## config.mk

```make
export PLATFORM = sky130hd
export DESIGN_NAME = peripheral_gpio_apb4_arbiter
export DESIGN_NICKNAME = d
export VERILOG_FILES = /design/src/rtl/peripheral_gpio_apb4_arbiter.sv
export SDC_FILE = /design/constraint.sdc
export NUM_CORES = 1
export LEC_CHECK = 0
export BUFFER_PORTS_ARGS = -buffer_cell sky130_fd_sc_hd__buf_4
export CORE_UTILIZATION = 35
export DETAILED_ROUTE_END_ITERATION = 12
export GPL_TIMING_DRIVEN = 0
export PLACE_DENSITY = 0.75
export SETUP_SLACK_MARGIN = 0.1
export SYNTH_ARGS = -nofsm -noshare
export SYNTH_HDL_FRONTEND = slang
export SYNTH_SLANG_ARGS = --single-unit
```

## constraint.sdc

```tcl
create_clock -name HCLK -period 3.83 [get_ports HCLK]
set_input_delay 0.766 -clock HCLK [delete_from_list [all_inputs] [get_ports HCLK]]
set_output_delay 0.766 -clock HCLK [all_outputs]
set_load 0.03 [all_outputs]
```

## src/rtl/peripheral_gpio_apb4_arbiter.sv

```systemverilog
// Round-robin APB4 master sharing one GPIO APB4 slave between NREQ req/ack requesters; optional APB_TIMEOUT_EN access timeout.
// Latency: req rise in IDLE -> PSEL +1 cycle -> ack +3 cycles with a zero-wait slave; back-to-back transfers have no idle cycle.
// Backpressure: PREADY low stretches ACCESS; requesters hold req_i until their one-cycle ack_o pulse.
module peripheral_gpio_apb4_arbiter #(
    parameter int NREQ           = 2,
    parameter int APB_ADDR_WIDTH = 8,
    parameter int APB_DATA_WIDTH = 32,
    parameter int TIMEOUT_CYCLES = 255
) (
    input  logic                             HCLK,
    input  logic                             HRESETn,
    input  logic [NREQ-1:0]                  req_i,
    input  logic [NREQ-1:0]                  req_write_i,
    input  logic [NREQ*APB_ADDR_WIDTH-1:0]   req_addr_i,
    input  logic [NREQ*APB_DATA_WIDTH-1:0]   req_wdata_i,
    output logic [NREQ-1:0]                  gnt_o,
    output logic [NREQ-1:0]                  ack_o,
    output logic [APB_DATA_WIDTH-1:0]        rdata_o,
    output logic                             err_o,
    output logic                             PSEL,
    output logic                             PENABLE,
    output logic                             PWRITE,
    output logic [APB_ADDR_WIDTH-1:0]        PADDR,
    output logic [APB_DATA_WIDTH-1:0]        PWDATA,
    input  logic [APB_DATA_WIDTH-1:0]        PRDATA,
    input  logic                             PREADY,
    input  logic                             PSLVERR
);

    localparam int IDXW = (NREQ > 1) ? $clog2(NREQ) : 1;

    typedef enum logic [1:0] {
        S_IDLE   = 2'd0,
        S_SETUP  = 2'd1,
        S_ACCESS = 2'd2
    } state_t;

    state_t                    r_state;
    state_t                    w_state_nxt;

    logic [IDXW-1:0]           r_rr;
    logic [IDXW-1:0]           r_owner;
    logic [NREQ-1:0]           r_gnt;
    logic [NREQ-1:0]           r_ack;
    logic [APB_DATA_WIDTH-1:0] r_rdata;
    logic                      r_err;
    logic                      r_pwrite;
    logic [APB_ADDR_WIDTH-1:0] r_paddr;
    logic [APB_DATA_WIDTH-1:0] r_pwdata;

    logic [IDXW-1:0]           w_owner_inc;
    logic [IDXW-1:0]           w_ptr;
    logic [NREQ-1:0]           w_req_m;
    logic [IDXW:0]             w_sum;
    logic [IDXW-1:0]           w_idx;
    logic                      w_pick_vld;
    logic [IDXW-1:0]           w_pick_idx;
    logic                      w_done;
    logic                      w_tmo;
    logic                      w_end;
    logic                      w_load;

    assign w_owner_inc = (r_owner == IDXW'(NREQ - 1)) ? '0 : r_owner + 1'b1;
    assign w_done      = (r_state == S_ACCESS) && PREADY;
    assign w_end       = w_done || w_tmo;

`ifdef APB_TIMEOUT_EN
    logic [15:0] r_tmo_cnt;

    assign w_tmo = (r_state == S_ACCESS) && !PREADY &&
                   (r_tmo_cnt == 16'(TIMEOUT_CYCLES - 1));

    always_ff @(posedge HCLK) begin
        if (!HRESETn) begin
            r_tmo_cnt <= '0;
        end else if ((r_state == S_ACCESS) && !w_end) begin
            r_tmo_cnt <= r_tmo_cnt + 16'd1;
        end else begin
            r_tmo_cnt <= '0;
        end
    end
`else
    assign w_tmo = 1'b0;
`endif

    // A requester still shows req_i during its ack cycle, so it is masked
    // there; in the finishing ACCESS cycle the current owner is masked too.
    always_comb begin
        w_ptr      = r_rr;
        w_req_m    = req_i & ~r_ack;
        w_pick_vld = 1'b0;
        w_pick_idx = '0;
        w_sum      = '0;
        w_idx      = '0;
        if (r_state == S_ACCESS) begin
            w_ptr            = w_owner_inc;
            w_req_m[r_owner] = 1'b0;
        end
        for (int k = NREQ - 1; k >= 0; k--) begin
            w_sum = {1'b0, w_ptr} + (IDXW + 1)'(k);
            if (w_sum >= (IDXW + 1)'(NREQ)) begin
                w_sum = w_sum - (IDXW + 1)'(NREQ);
            end
            w_idx = w_sum[IDXW-1:0];
            if (w_req_m[w_idx]) begin
                w_pick_vld = 1'b1;
                w_pick_idx = w_idx;
            end
        end
    end

    always_comb begin
        w_state_nxt = r_state;
        w_load      = 1'b0;
        case (r_state)
            S_IDLE: begin
                if (w_pick_vld) begin
                    w_state_nxt = S_SETUP;
                    w_load      = 1'b1;
                end
            end
            S_SETUP: begin
                w_state_nxt = S_ACCESS;
            end
            S_ACCESS: begin
                if (w_tmo) begin
                    w_state_nxt = S_IDLE;
                end else if (w_done) begin
                    if (w_pick_vld) begin
                        w_state_nxt = S_SETUP;
                        w_load      = 1'b1;
                    end else begin
                        w_state_nxt = S_IDLE;
                    end
                end
            end
            default: begin
                w_state_nxt = S_IDLE;
            end
        endcase
    end

    always_ff @(posedge HCLK) begin
        if (!HRESETn) begin
            r_state <= S_IDLE;
        end else begin
            r_state <= w_state_nxt;
        end
    end

    always_ff @(posedge HCLK) begin
        if (!HRESETn) begin
            r_rr     <= '0;
            r_owner  <= '0;
            r_gnt    <= '0;
            r_ack    <= '0;
            r_rdata  <= '0;
            r_err    <= 1'b0;
            r_pwrite <= 1'b0;
            r_paddr  <= '0;
            r_pwdata <= '0;
        end else begin
            r_ack   <= '0;
            r_rdata <= '0;
            r_err   <= 1'b0;
            if (w_end) begin
                r_ack   <= r_gnt;
                r_err   <= w_tmo ? 1'b1 : PSLVERR;
                r_rdata <= (r_pwrite || w_tmo) ? '0 : PRDATA;
                r_rr    <= w_owner_inc;
            end
            if (w_load) begin
                r_gnt    <= NREQ'(1) << w_pick_idx;
                r_owner  <= w_pick_idx;
                r_pwrite <= req_write_i[w_pick_idx];
                r_paddr  <= req_addr_i[w_pick_idx*APB_ADDR_WIDTH +: APB_ADDR_WIDTH];
                r_pwdata <= req_wdata_i[w_pick_idx*APB_DATA_WIDTH +: APB_DATA_WIDTH];
            end else if (w_end) begin
                r_gnt <= '0;
            end
        end
    end

    assign PSEL    = (r_state != S_IDLE);
    assign PENABLE = (r_state == S_ACCESS);
    assign PWRITE  = r_pwrite;
    assign PADDR   = r_paddr;
    assign PWDATA  = r_pwdata;
    assign gnt_o   = r_gnt;
    assign ack_o   = r_ack;
    assign rdata_o = r_rdata;
    assign err_o   = r_err;

endmodule

```

==> flow_summary.json <==
{
  "total_of_flip_flops_plus_latches_after_synthesis": 82,
  "worst_ir_drop_vdd_uv": 252,
  "hold_path.class": "reg -> reg",
  "yosysTopAreaCellShare_pct": 54.4,
  "crit_path_start_kind": "input pin",
  "fillerInstances": 717,
  "final.period_utilization_pct": 54.2,
  "gr-usage-met3_pct": 6.76,
  "mappedNetlistNets": 416,
  "cts.clk_slew.worst_paths_ns": 0.09,
  "synth.lib_cells_used.distinct": 28,
  "post_synth.cell_area_avg_sq_um": 10.2,
  "n_antenna_cell": 0,
  "worst-endpoint-required_ns": 4.06,
  "power_switching_share_pct": 28.9,
  "power.sequential.fraction_pct": 45.5,
  "h_tree_levels": 3,
  "clkSinkCount": 82,
  "rsz_0062_raised_after_global_routing": "no",
  "synth.cells.most_frequent": "82 x sky130_fd_sc_hd__dfxtp_1, 42 x sky130_fd_sc_hd__a21oi_1, 42 x sky130_fd_sc_hd__nand2_1, 41 x sky130_fd_sc_hd__a221o_1, 34 x sky130_fd_sc_hd__and2_1",
  "dieWidth_microns": 94.9,
  "via_count_of_the_first_global_routing_pass": 2954,
  "sequential_element_share_of_the_synthesized_area_pct": 54.4,
  "grt_most_used_layer": "met2",
  "grt_antenna_before_repair": 0,
  "track_usage_pct": 19.7,
  "cts_resized": 0,
  "met1_demand_to_capacity_share_in_global_routing_pct": 21.5,
  "timing.slew.headroom_pct": 55.7,
  "r2r_slack_ns": 1.90,
  "port-buffer-count": 199,
  "detailed_place.area_sq_um": 4640,
  "synthCells": 296,
  "global_route_wire_length_before_repair_mm": 13.6,
  "timing.final.crit_period_ns": 2.08,
  "cts_inserted_buffers": 9,
  "place.detailed.hpwl_mm": 7.02,
  "worst_slew_pin_slew_ns": 0.664,
  "core_area_sq_um": 8300,
  "die_outline_height_microns": 94.9,
  "syn2layout_area_growth_pct": 60.8,
  "synth_area_leader_cell": "sky130_fd_sc_hd__dfxtp_1",
  "power.share.combinational_pct": 22.8,
  "max_clock_freq_mhz": 482,
  "hold_violations": 0,
  "avgRoutedWirePerCell_microns": 14.9,
  "drive_above_1_share_pct": 46.0,
  "synth.yosys.warnings": 0,
  "grtUsageMet2_pct": 34.5,
  "tritoncts": "done",
  "floorplan.io_pins": 200,
  "dr_total_vias": 3033,
  "first_pass_iters": 4,
  "total_switching_power_mw": 0.600,
  "run_status": "completed",
  "synth_ff_type": "sky130_fd_sc_hd__dfxtp_1",
  "hold_slack_ns": 0.517,
  "drc_markers": 0,
  "leakagePower_nw": 2.32,
  "critical_path.endpoint_type": "register",
  "clock_network_power_share_pct": 31.7,
  "rows": 33,
  "cts_root_buf": "sky130_fd_sc_hd__clkbuf_8",
  "async_reset_ff_share_pct": 0,
  "grt-ovfl-total": 0,
  "cp_data_arrival_time_ns": 2.31,
  "synth_enable_flop_cells": 0,
  "layout.cell_area.non_filler_sq_um": 4860,
  "clk-insertion-delay-late_ns": 0.34,
  "die_area_sq_um": 9000,
  "detailedRoute.firstIterationViolations": 87,
  "synthTopCellsByArea": "sky130_fd_sc_hd__dfxtp_1 54%, sky130_fd_sc_hd__a221o_1 14%, sky130_fd_sc_hd__and2_1 7.0%",
  "routabilityCongestion": 0.792,
  "max_cap_viol_count": 0,
  "power_mw": 2.07,
  "crit_type": "in -> reg",
  "drt_wl_total_mm": 9.20,
  "cts_setup_buffers": 0,
  "clk_path_buf_depth": 2,
  "maxSlewViolCount": 0,
  "synthMostInstantiatedCell": "sky130_fd_sc_hd__dfxtp_1",
  "power_density_nw_per_um2": 427,
  "ant_nets": 0,
  "fin_skew_ns": 0.0113,
  "post_drt_via_cell_ratio": 4.92,
  "syn-cell-area_sq_um": 3020,
  "cts_hold_buffers_added": 0,
  "initial_utilization_pct": 36.4,
  "nets": 626,
  "finalSetupTns_ns": 0,
  "cellInternalPower_mw": 1.47,
  "setup_viol_count_final": 0,
  "maximum_number_of_pins_on_one_net_before_global_route_repair": 15,
  "path_max_fanout": 10
}
==> through the flow <==
stage                     cells  util (%)  setup WS [ns]
final                       616      58.5           1.75
after global routing        616      58.5           1.58
after CTS                   616      58.5           1.72
after detailed placement    600      56.0           1.38
after global placement      600      56.0           1.35
after floorplan             296         -           1.92
==> power groups by stage <==
stage	Clock, mW	Sequential (mW)	Combinational [mW]
after detailed placement	0	0.964	0.475
after CTS	0.672	0.944	0.476
after global placement	0	0.961	0.469
after floorplan	0	1.07	0.143
final	0.656	0.944	0.473
after global routing	0.704	0.951	0.506
==> cell type report <==
type	count	area (sq um)	share of cell area [%]
flip-flops and latches	82	1640	33.8
clock inverters	5	60.1	1.24
inverters	1	3.75	0.0773
repair buffers	199	1490	30.8
clock buffers	11	151	3.12
plain buffers	27	185	3.81
well taps	105	131	2.71
multi-input cells	186	1190	24.5
==> path summary, 6_finish.rpt <==
check,start,to,depth (start not counted)
setup / recovery,PREADY,PWDATA[15],6
hold / removal,gnt_o[0],ack_o[0],1
setup reg to reg,r_state[1],PWDATA[15],5
hold reg to reg,gnt_o[0],ack_o[0],1
==> cells by family after synthesis <==
family          synth area share, %
buf+inv                        6.26
simple gates                   16.9
compound gates                 22.5
flops                          54.4
==> layer usage <==
metal  part of all wire (%)  vias up
li1                       -     1479
met1                     39     1388
met5                      0        -
met3                    9.5       18
met4                    2.5        0
met2                     49      148
==> critical path, stage by stage <==
cell and delay, ns:
sky130_fd_sc_hd__buf_4 0.10, sky130_fd_sc_hd__inv_1 0.04, sky130_fd_sc_hd__a21oi_1 0.54, sky130_fd_sc_hd__clkbuf_1 0.42, sky130_fd_sc_hd__a21oi_1 0.16, sky130_fd_sc_hd__a221o_1 0.28
==> flip-flops by register name, indices dropped and copies added, names as in the netlist <==
register	count
PWDATA	32
rdata_o	32
PADDR	8
ack_o	2
gnt_o	2
r_state	2
PWRITE	1
err_o	1
r_owner	1
r_rr	1
==> layout by cell type, fill, tap and decap left out, types with 2 or more instances in the layout <==
| cell | netlist | routed |
|---|---|---|
| sky130_fd_sc_hd__buf_4 | 1 | 200 |
| sky130_fd_sc_hd__clkbuf_1 | 12 | 12 |
| sky130_fd_sc_hd__nand2b_1 | 2 | 2 |
| sky130_fd_sc_hd__nor3b_1 | 2 | 2 |
| sky130_fd_sc_hd__and2_1 | 34 | 34 |
| sky130_fd_sc_hd__nand2_1 | 42 | 42 |
| sky130_fd_sc_hd__a21oi_1 | 42 | 42 |
| sky130_fd_sc_hd__buf_2 | 4 | 4 |
| sky130_fd_sc_hd__buf_6 | 10 | 10 |
| sky130_fd_sc_hd__a31o_2 | 2 | 2 |
| sky130_fd_sc_hd__and3_1 | 5 | 5 |
| sky130_fd_sc_hd__nor3_1 | 2 | 2 |
| sky130_fd_sc_hd__a221o_1 | 41 | 41 |
| sky130_fd_sc_hd__nor2b_1 | 2 | 2 |
| sky130_fd_sc_hd__clkbuf_8 | 0 | 11 |
| sky130_fd_sc_hd__dfxtp_1 | 82 | 82 |
No activity file was read; power rests on OpenSTA's default activity.
